<file path="src/rtl/seq_pkg.sv">
// Shared types for the sequenced pattern generator: FSM state encoding and run modes.
package seq_pkg;

  typedef enum logic [1:0] {
    StIdle  = 2'b00,
    StRun   = 2'b01,
    StPause = 2'b10
  } seq_state_e;

  typedef enum logic {
    ModeOneShot = 1'b0,
    ModeLoop    = 1'b1
  } seq_mode_e;

endpackage

</file>
<file path="src/rtl/seq_dwell_cnt.sv">
// Per-step dwell countdown: load a value, count down while enabled, flag zero.
module seq_dwell_cnt #(
  parameter int unsigned HW = 4
) (
  input  logic          clk_i,
  input  logic          rst_n_i,
  input  logic          load_i,
  input  logic          en_i,
  input  logic [HW-1:0] load_val_i,
  output logic          zero_o
);

  logic [HW-1:0] cnt_q;

  always_ff @(posedge clk_i or negedge rst_n_i) begin
    if (!rst_n_i) begin
      cnt_q <= '0;
    end else if (load_i) begin
      cnt_q <= load_val_i;
    end else if (en_i && (cnt_q != '0)) begin
      cnt_q <= cnt_q - HW'(1);
    end
  end

  assign zero_o = (cnt_q == '0);

endmodule

</file>
<file path="src/rtl/seq_pattern_gen.sv">
// Steps through a programmable table of patterns, holding each for its own dwell time,
// in one-shot or loop mode with pause and abort.
module seq_pattern_gen
  import seq_pkg::*;
#(
  parameter int unsigned    DEPTH    = 4,
  parameter int unsigned    DW       = 1,
  parameter int unsigned    HW       = 4,
  parameter logic [DW-1:0]  IDLE_VAL = '0,
  localparam int unsigned   AW       = (DEPTH > 1) ? $clog2(DEPTH) : 1
) (
  input  logic          clk_i,
  input  logic          rst_n_i,
  input  logic          start_i,
  input  logic          stop_i,
  input  logic          pause_i,
  input  logic          mode_i,
  input  logic          cfg_we_i,
  input  logic [AW-1:0] cfg_addr_i,
  input  logic [DW-1:0] cfg_pat_i,
  input  logic [HW-1:0] cfg_dwell_i,
  output logic [DW-1:0] out_o,
  output logic [AW-1:0] step_o,
  output logic          busy_o,
  output logic          done_o
);

  seq_state_e    state_q;
  seq_mode_e     mode_q;
  logic [AW-1:0] step_q;
  logic [DW-1:0] out_q;
  logic          busy_q;
  logic          done_q;
  logic [DW-1:0] pat_q   [DEPTH];
  logic [HW-1:0] dwell_q [DEPTH];

  logic          start_go;
  logic          run_tick;
  logic          cnt_zero;
  logic          last_step;
  logic [AW-1:0] next_step;
  logic          cnt_load;
  logic [HW-1:0] cnt_load_val;
  logic          cfg_wr;

  always_comb begin
    start_go  = (state_q == StIdle) && start_i && !stop_i;
    // A PAUSE cycle with pause_i low counts like RUN, so the remaining dwell is exact.
    run_tick  = ((state_q == StRun) || (state_q == StPause)) && !stop_i && !pause_i;
    last_step = (step_q == AW'(DEPTH - 1));
    next_step = last_step ? '0 : step_q + AW'(1);
    cnt_load  = start_go || (run_tick && cnt_zero);
    cnt_load_val = start_go ? dwell_q[0] : dwell_q[next_step];
    cfg_wr    = cfg_we_i && !busy_q && (32'(cfg_addr_i) < DEPTH);
  end

  seq_dwell_cnt #(
    .HW (HW)
  ) u_dwell_cnt (
    .clk_i      (clk_i),
    .rst_n_i    (rst_n_i),
    .load_i     (cnt_load),
    .en_i       (run_tick),
    .load_val_i (cnt_load_val),
    .zero_o     (cnt_zero)
  );

  always_ff @(posedge clk_i or negedge rst_n_i) begin
    if (!rst_n_i) begin
      state_q <= StIdle;
      mode_q  <= ModeOneShot;
      step_q  <= '0;
      out_q   <= IDLE_VAL;
      busy_q  <= 1'b0;
      done_q  <= 1'b0;
      for (int i = 0; i < DEPTH; i++) begin
        pat_q[i]   <= '0;
        dwell_q[i] <= '0;
      end
    end else begin
      done_q <= 1'b0;
      if (cfg_wr) begin
        pat_q[cfg_addr_i]   <= cfg_pat_i;
        dwell_q[cfg_addr_i] <= cfg_dwell_i;
      end
      case (state_q)
        StIdle: begin
          if (start_go) begin
            state_q <= StRun;
            mode_q  <= seq_mode_e'(mode_i);
            step_q  <= '0;
            out_q   <= pat_q[0];
            busy_q  <= 1'b1;
          end else begin
            state_q <= StIdle;
          end
        end
        StRun, StPause: begin
          if (stop_i) begin
            state_q <= StIdle;
            step_q  <= '0;
            out_q   <= IDLE_VAL;
            busy_q  <= 1'b0;
          end else if (pause_i) begin
            state_q <= StPause;
          end else begin
            state_q <= StRun;
            if (cnt_zero) begin
              if (last_step) begin
                done_q <= 1'b1;
                step_q <= '0;
                if (mode_q == ModeLoop) begin
                  out_q <= pat_q[0];
                end else begin
                  state_q <= StIdle;
                  out_q   <= IDLE_VAL;
                  busy_q  <= 1'b0;
                end
              end else begin
                step_q <= next_step;
                out_q  <= pat_q[next_step];
              end
            end
          end
        end
        default: begin
          state_q <= StIdle;
          step_q  <= '0;
          out_q   <= IDLE_VAL;
          busy_q  <= 1'b0;
        end
      endcase
    end
  end

  assign out_o  = out_q;
  assign step_o = step_q;
  assign busy_o = busy_q;
  assign done_o = done_q;

endmodule

</file>
<file path="config.mk">
export PLATFORM = sky130hd
export DESIGN_NAME = seq_pattern_gen
export DESIGN_NICKNAME = d
export VERILOG_FILES = /design/src/rtl/seq_pkg.sv /design/src/rtl/seq_dwell_cnt.sv /design/src/rtl/seq_pattern_gen.sv
export SDC_FILE = /design/constraint.sdc
export NUM_CORES = 1
export LEC_CHECK = 0
export ABC_AREA = 1
export BUFFER_PORTS_ARGS = -buffer_cell sky130_fd_sc_hd__clkbuf_2
export CAP_MARGIN = 25
export CORE_MARGIN = 2
export CORE_UTILIZATION = 52
export DETAILED_ROUTE_END_ITERATION = 8
export HOLD_SLACK_MARGIN = 0.05
export PLACE_DENSITY_LB_ADDON = 0.1
export SYNTH_ARGS = -nofsm -noshare
export SYNTH_HDL_FRONTEND = slang
export SYNTH_SLANG_ARGS = --single-unit
</file>
<file path="constraint.sdc">
create_clock -name clk_i -period 1.3 [get_ports clk_i]
set_input_delay 0.13 -clock clk_i [delete_from_list [all_inputs] [get_ports clk_i]]
set_output_delay 0.13 -clock clk_i [all_outputs]
set_load 0.1 [all_outputs]
</file>
== After elaboration in Yosys (flattened, before gate mapping) ==
Cells that the tools add are included.

* Register bits: 32
* Output and inout bits: 5
* Word-level logic and storage cells: 99

* Add/subtract/negate cells: 2
* Order comparisons: 3
* Equal/unequal tests: 8
* Multiplexer cells: 48
* Bitwise logic cells: 2
* Reductions and logical operators: 21

{| class="wikitable"
|+ Operators with widths
! cell !! count
|-
| 2-to-1 mux 1 bit || 24
|-
| 2-to-1 mux 4 bit || 6
|-
| bitwise mux 16 bit || 1
|-
| 2-to-1 mux 2 bit || 8
|-
| != test 3 bit (second input constant) || 4
|-
| binary-select mux 4 bit (select 2 bit) || 1
|-
| demux 4 bit (select 2 bit) || 1
|-
| logical AND 1 bit || 8
|-
| case mux 2 bit (2 select lines) || 2
|-
| >= comparator 3 bit (second input constant) || 2
|-
| NOT 2 -> 3 bit || 2
|-
| AND reduction 5 bit || 1
|-
| bitwise mux 4 bit || 1
|-
| equality test 2 bit (second input constant) || 2
|-
| zero test 4 bit || 1
|-
| case mux 1 bit (2 select lines) || 2
|-
| nonzero test 4 bit || 1
|-
| subtractor 4 x 1 -> 4 bit (second input constant) || 1
|-
| zero test 1 bit || 3
|-
| less-than comparator 3 x 1 -> 1 bit (second input constant) || 1
|-
| AND reduction 3 bit || 1
|-
| adder 2 x 1 -> 2 bit (second input constant) || 1
|-
| binary-select mux 1 bit (select 2 bit) || 1
|-
| demux 1 bit (select 2 bit) || 1
|-
| 7 further kinds || 8
|}

== Longest topological paths before layout ==
* Word-level depth: 11
* Gate-level depth with buffers: 10

== By module ==
A second synthesis with hierarchy kept.

* Cells, all modules: 209
* Area total of the unflattened synthesis: 1700.4 sq um

{| class="wikitable"
|+ By module, submodules not included
! module !! instances !! cells an instance !! area each (sq um) !! seq. area each (sq um)
|-
| seq_pattern_gen || 1 || 163 || 1405.1 || 700.7
|-
| seq_dwell_cnt || 1 || 46 || 295.3 || 100.1
|}

== Least setup slack after synthesis ==
No wires, ideal clock.

* Path type: reg-to-reg
* From: register step_q[0] (netlist: step_o[0])
* To: register out_q (netlist: out_o)
* Setup time: 0.120 ns
* Data arrival time: 1.916 ns
* Required time: 1.180 ns
* Setup slack: -0.736 ns
* Stages on the path, launching flop included: 10
* Path buffers: 0
* Clock period less this slack: 2.036 ns
* Cells stage by stage: dfrtp_1 ha_1 inv_2 nand2_4 a21oi_1 nor2_1 nand2_1 nand2_1 nand2_1 nand2_1

* Cells in the longest elaborated chain, start to end: 11
* Elaborated cells on any way between the ends: 12
* Classes of those cells: 1 x add/sub; 1 x eq/ne; 9 x mux; 1 x bitwise

{| class="wikitable"
|+ RTL lines
! element !! line !! RTL
|-
| start: declaration || seq_pattern_gen.sv:30 || <nowiki>logic [AW-1:0] step_q;</nowiki>
|-
| start signal: assignment || seq_pattern_gen.sv:120 || <nowiki>step_q <= next_step;</nowiki>
|-
| adder 2 x 1 -> 2 bit / equality test 2 bit (equally long branches) || seq_pattern_gen.sv:51, seq_pattern_gen.sv:50 ||
|-
| 2-to-1 mux 2 bit || seq_pattern_gen.sv:51 || <nowiki>next_step = last_step ? '0 : step_q + AW'(1);</nowiki>
|-
| NOT 2 -> 3 bit (not written as such) || seq_pattern_gen.sv:121 || <nowiki>out_q <= pat_q[next_step];</nowiki>
|-
| binary-select mux 1 bit (select 2 bit) || seq_pattern_gen.sv:121 ||
|-
| 2-to-1 mux 1 bit (not written as such) (2 in series) || seq_pattern_gen.sv:121 ||
|-
| 2-to-1 mux 1 bit (*) || seq_pattern_gen.sv:109 || <nowiki>if (last_step) begin</nowiki>
|-
| 2-to-1 mux 1 bit (*) || seq_pattern_gen.sv:108 || <nowiki>if (cnt_zero) begin</nowiki>
|-
| 2-to-1 mux 1 bit (*) || seq_pattern_gen.sv:104 || <nowiki>end else if (pause_i) begin</nowiki>
|-
| 2-to-1 mux 1 bit (*) || seq_pattern_gen.sv:99 || <nowiki>if (stop_i) begin</nowiki>
|-
| case mux 1 bit (2 select lines) (*) || seq_pattern_gen.sv:86 || <nowiki>case (state_q)</nowiki>
|-
| end signal: assignment || seq_pattern_gen.sv:92 || <nowiki>out_q <= pat_q[0];</nowiki>
|-
| end signal: assignment || seq_pattern_gen.sv:113 || <nowiki>out_q <= pat_q[0];</nowiki>
|-
| end signal: assignment || seq_pattern_gen.sv:121 ||
|-
| end: declaration || seq_pattern_gen.sv:31 || <nowiki>logic [DW-1:0] out_q;</nowiki>
|}

Every way passes the cells marked *; elsewhere a longest branch is shown, timed or not. The select of a mux whose other input is x is not followed.
A chain may end at the register's enable or synchronous reset.

== Worst setup path after layout ==
* From: register step_q[0] (netlist: step_o[0])
* To: register u_dwell_cnt.cnt_q[1]

* Cells in the longest elaborated chain, start to end: 8
* Elaborated cells on any way between the ends: 9
* Classes of those cells: 1 x add/sub; 1 x eq/ne; 6 x mux; 1 x bitwise

{| class="wikitable"
|+ RTL lines
! element !! line !! RTL
|-
| adder 2 x 1 -> 2 bit / equality test 2 bit (equally long branches) || seq_pattern_gen.sv:51, seq_pattern_gen.sv:50 ||
|-
| 2-to-1 mux 2 bit (*) || seq_pattern_gen.sv:51 ||
|-
| NOT 2 -> 3 bit (not written as such) (*) || seq_pattern_gen.sv:53 || <nowiki>cnt_load_val = start_go ? dwell_q[0] : dwell_q[next_step];</nowiki>
|-
| binary-select mux 4 bit (select 2 bit) (*) || seq_pattern_gen.sv:53 ||
|-
| 2-to-1 mux 4 bit (not written as such) (*) (2 in series) || seq_pattern_gen.sv:53 ||
|-
| 2-to-1 mux 4 bit (*) || seq_pattern_gen.sv:53 ||
|-
| 2-to-1 mux 4 bit (*) || seq_dwell_cnt.sv:18 || <nowiki>end else if (load_i) begin</nowiki>
|-
| end signal: assignment || seq_dwell_cnt.sv:19 || <nowiki>cnt_q <= load_val_i;</nowiki>
|-
| end signal: assignment || seq_dwell_cnt.sv:21 || <nowiki>cnt_q <= cnt_q - HW'(1);</nowiki>
|-
| end: declaration || seq_dwell_cnt.sv:13 || <nowiki>logic [HW-1:0] cnt_q;</nowiki>
|}

Marked as above.

==> flow_summary.json <==
{
  "drtIter0Drc": 74,
  "final_area_um2": 2380,
  "violations": "negative setup slack",
  "fp.dieH_um": 61.6,
  "fin_cells": 304,
  "tightestPinTransition_ns": 0.483,
  "rows": 20,
  "fin_total_pwr_mw": 5.16,
  "grt.total_usage_pct": 26.7,
  "path_max_fanout": 7,
  "io_pins": 19,
  "multiInputGateArea_um2": 941,
  "wl_met3_um": 143,
  "seqCellArea_um2": 812,
  "fin_skew_ns": 0.00337,
  "hold_depth": 3,
  "rsz0062_at_grt": "true",
  "endpoint_kind": "register",
  "path_delay_family": "flip-flops",
  "die_w_um": 61.6,
  "timing.rr.start": "step_o[0]$_DFFE_PN0P_",
  "antenna_found_initial": 0,
  "hold-worst-slack_ns": 0.0783,
  "ys_types": 23,
  "clock-sinks": 32,
  "grt_max_degree": 33,
  "post-route-drc-count": 0,
  "via_count": 1549,
  "fillers": 244,
  "synth-seq-cells": 32,
  "clock_path_buffers": 2,
  "insertion_delay_ns": 0.34,
  "slowest_delay_ns": 0.52,
  "crit_type": "reg2reg",
  "period_needed_ns": 1.49,
  "period_share_pct": 114,
  "syn_area_um2": 1720,
  "dp_hpwl_um": 2980,
  "dieArea_um2": 3790,
  "cts_buffers": 5,
  "holdPathEnd": "dwell_q[8]$_DFFE_PN0P_",
  "routed-wl-met2_um": 2250,
  "dp_worst_setup_slack_ns": -0.218,
  "setup_tns_ns": -0.983,
  "finalSetupViolations": 9,
  "cts_tree": "built",
  "hold_start": "cfg_dwell_i[0]",
  "yosysSeqAreaShare_pct": 46.4,
  "drive_gt1_share_pct": 36.2,
  "slew_violations": 0,
  "syn_to_final_growth_pct": 38.2,
  "routabilityCongestion": 0.854,
  "grt_first_pass_wirelength_um": 7040,
  "grt-ovfl-total": 0,
  "viasPerCell": 5.10,
  "r2r.worst_path.cells": 8,
  "clk_pin_slew_ns": 0.10,
  "yosys_warnings": 0,
  "clock_tree.htree_level_count": 2,
  "drt_pass1_iterations": 4,
  "start_kind": "register",
  "hold_viol_final": 0,
  "reg2reg_slack_ns": -0.19,
  "synth_nets": 228,
  "fmax_mhz": 673,
  "cp_common_cell": "nand2_1",
  "slew_headroom_pct": 68.0,
  "routed.top_layer": "met4",
  "drv_cap": 0,
  "final_antenna_net_count": 0,
  "syn_avg_cell_area_um2": 8.25,
  "status": "finished with violations",
  "critical_path.startpoint": "step_o[0]$_DFFE_PN0P_",
  "arrival_ns": 1.72,
  "layout.nets": 278,
  "initial_core_util_pct": 55.6,
  "max-vdd-ir-drop_v": 0.00140,
  "port_buffers": 18,
  "hold_class": "in2reg",
  "finalWorstSetupSlack_ns": -0.186,
  "cts-root-buf": "clkbuf_4",
  "p_leak_nw": 1.21,
  "critPathBufInv": 1,
  "wl_um": 4310,
  "wl_per_cell_um": 14.2,
  "crit_required_ns": 1.53,
  "placed_cells": 288,
  "grt_pass1_vias": 1522,
  "place_area_um2": 2100,
  "diodes": 0,
  "post-route-util_pct": 76.8,
  "synthesis.instances": 209,
  "wl_met1_um": 1810,
  "cp_cell_sequence": "ha_4, inv_6, o21ai_1, nand4_1, nand2_1, nand2_1, nand3_1, nand2_1",
  "core_um2": 3100,
  "r2r-end": "u_dwell_cnt.cnt_q[1]$_DFFE_PN0P_",
  "power.density_nw_per_um2": 2170,
  "crit_slowest_cell": "dfrtp_4"
}
## placed cells by master (no fill, tap or decap), types with 2 or more instances in the layout
master and n:
inv_6 2, nand2_2 3, ha_4 2, inv_2 7, buf_6 3, inv_1 16
o21ai_1 15, nor2_1 18, nand3_1 9, nand3_4 6, ha_1 2, buf_12 4
dfrtp_1 29, a21oi_2 4, dfrtp_4 3, dlygate4sd3_1 2, nand4_1 2, clkbuf_4 5
nor2_4 2, nand3b_1 2, o21ai_2 3, clkbuf_2 13, nand2_4 5, buf_4 21
o21ai_0 10, nand2_1 58
## cell families after synthesis
group | after synthesis | synth area share [%]
AO/OA/AOI/OAI | 36 | 12.0
XOR/XNOR | 1 | 0.508
adder cells (fa/ha/maj) | 5 | 3.63
buffers and inverters | 27 | 6.75
flip-flops | 32 | 46.4
AND/OR/NAND/NOR | 108 | 30.6
## synthesized netlist by cell type
cell type	n	share of area, %
dfrtp_1	32	46
o21ai_0	22	6.4
nand3b_4	1	1.2
nand2_4	5	3.3
o21ai_4	1	0.94
buf_6	2	1.3
nor2_1	19	4.1
o21ai_1	6	1.7
a21oi_2	1	0.51
xor2_1	1	0.51
nand3b_1	2	0.87
nand2_2	1	0.36
o31ai_1	1	0.44
inv_1	19	4.1
nand4_1	2	0.73
nand2_1	61	13
a21oi_1	4	1.2
ha_1	5	3.6
nand3_2	6	3.5
a311oi_2	1	0.87
inv_2	6	1.3
nand3_1	9	2.6
nor2_2	2	0.73
## final cells by class
cell class | count | share of cell area [%]
Multi-Input combinational cell | 150 | 39.5
Inverter | 25 | 4.36
Clock buffer | 6 | 1.73
Timing Repair Buffer | 45 | 16.5
Clock inverter | 2 | 1.47
Sequential cell | 32 | 34.1
Tap cell | 44 | 2.31
## timing repair
item,4_1_cts,5_1_grt
setup endpoints to repair,11,23
endpoints found under the hold margin,33,0
hold buffers,2,0
buffers inserted,4,1
pin swaps,11,7
resized for setup,19,21
cloned,1,0
## per-layer routing
layer  vias up  GRT usage [%]
met3        11           7.98
met1       725           31.8
met4         0           11.9
met2        40           44.5
met5         -              0
li1        773              -
## worst max-delay path by stage
stage                                             endpoint  slack (ns)  cells after the start
after detailed placement                busy_o$_DFFE_PN0P_       -0.22                      8
after floorplan           u_dwell_cnt.cnt_q[2]$_DFFE_PN0P_       -0.23                      8
after global placement    u_dwell_cnt.cnt_q[2]$_DFFE_PN0P_       -0.11                      7
after global routing      u_dwell_cnt.cnt_q[1]$_DFFE_PN0P_       -0.25                      8
after CTS                                out_o$_DFFE_PN0P_       -0.13                      9
final                     u_dwell_cnt.cnt_q[1]$_DFFE_PN0P_       -0.19                      8
## worst register-to-register path, stage by stage, from the launching register on
cell and delay [ns]:
dfrtp_4 0.52, ha_4 0.34, inv_6 0.06, o21ai_1 0.11, nand4_1 0.08, nand2_1 0.07, nand2_1 0.06, nand3_1 0.08
nand2_1 0.06
## state kept, by name, indices dropped and copies added (netlist names)
signal             flops
mode_q                 1
u_dwell_cnt.cnt_q      4
state_q                2
step_o                 2
out_o                  1
pat_q                  4
dwell_q               16
busy_o                 1
done_o                 1
## report_power, final
group	switching (mW)	internal (mW)
Sequential	0.344	1.44
Clock	0.346	0.403
Combinational	1.53	1.10
(Power assumes the default switching activity.)
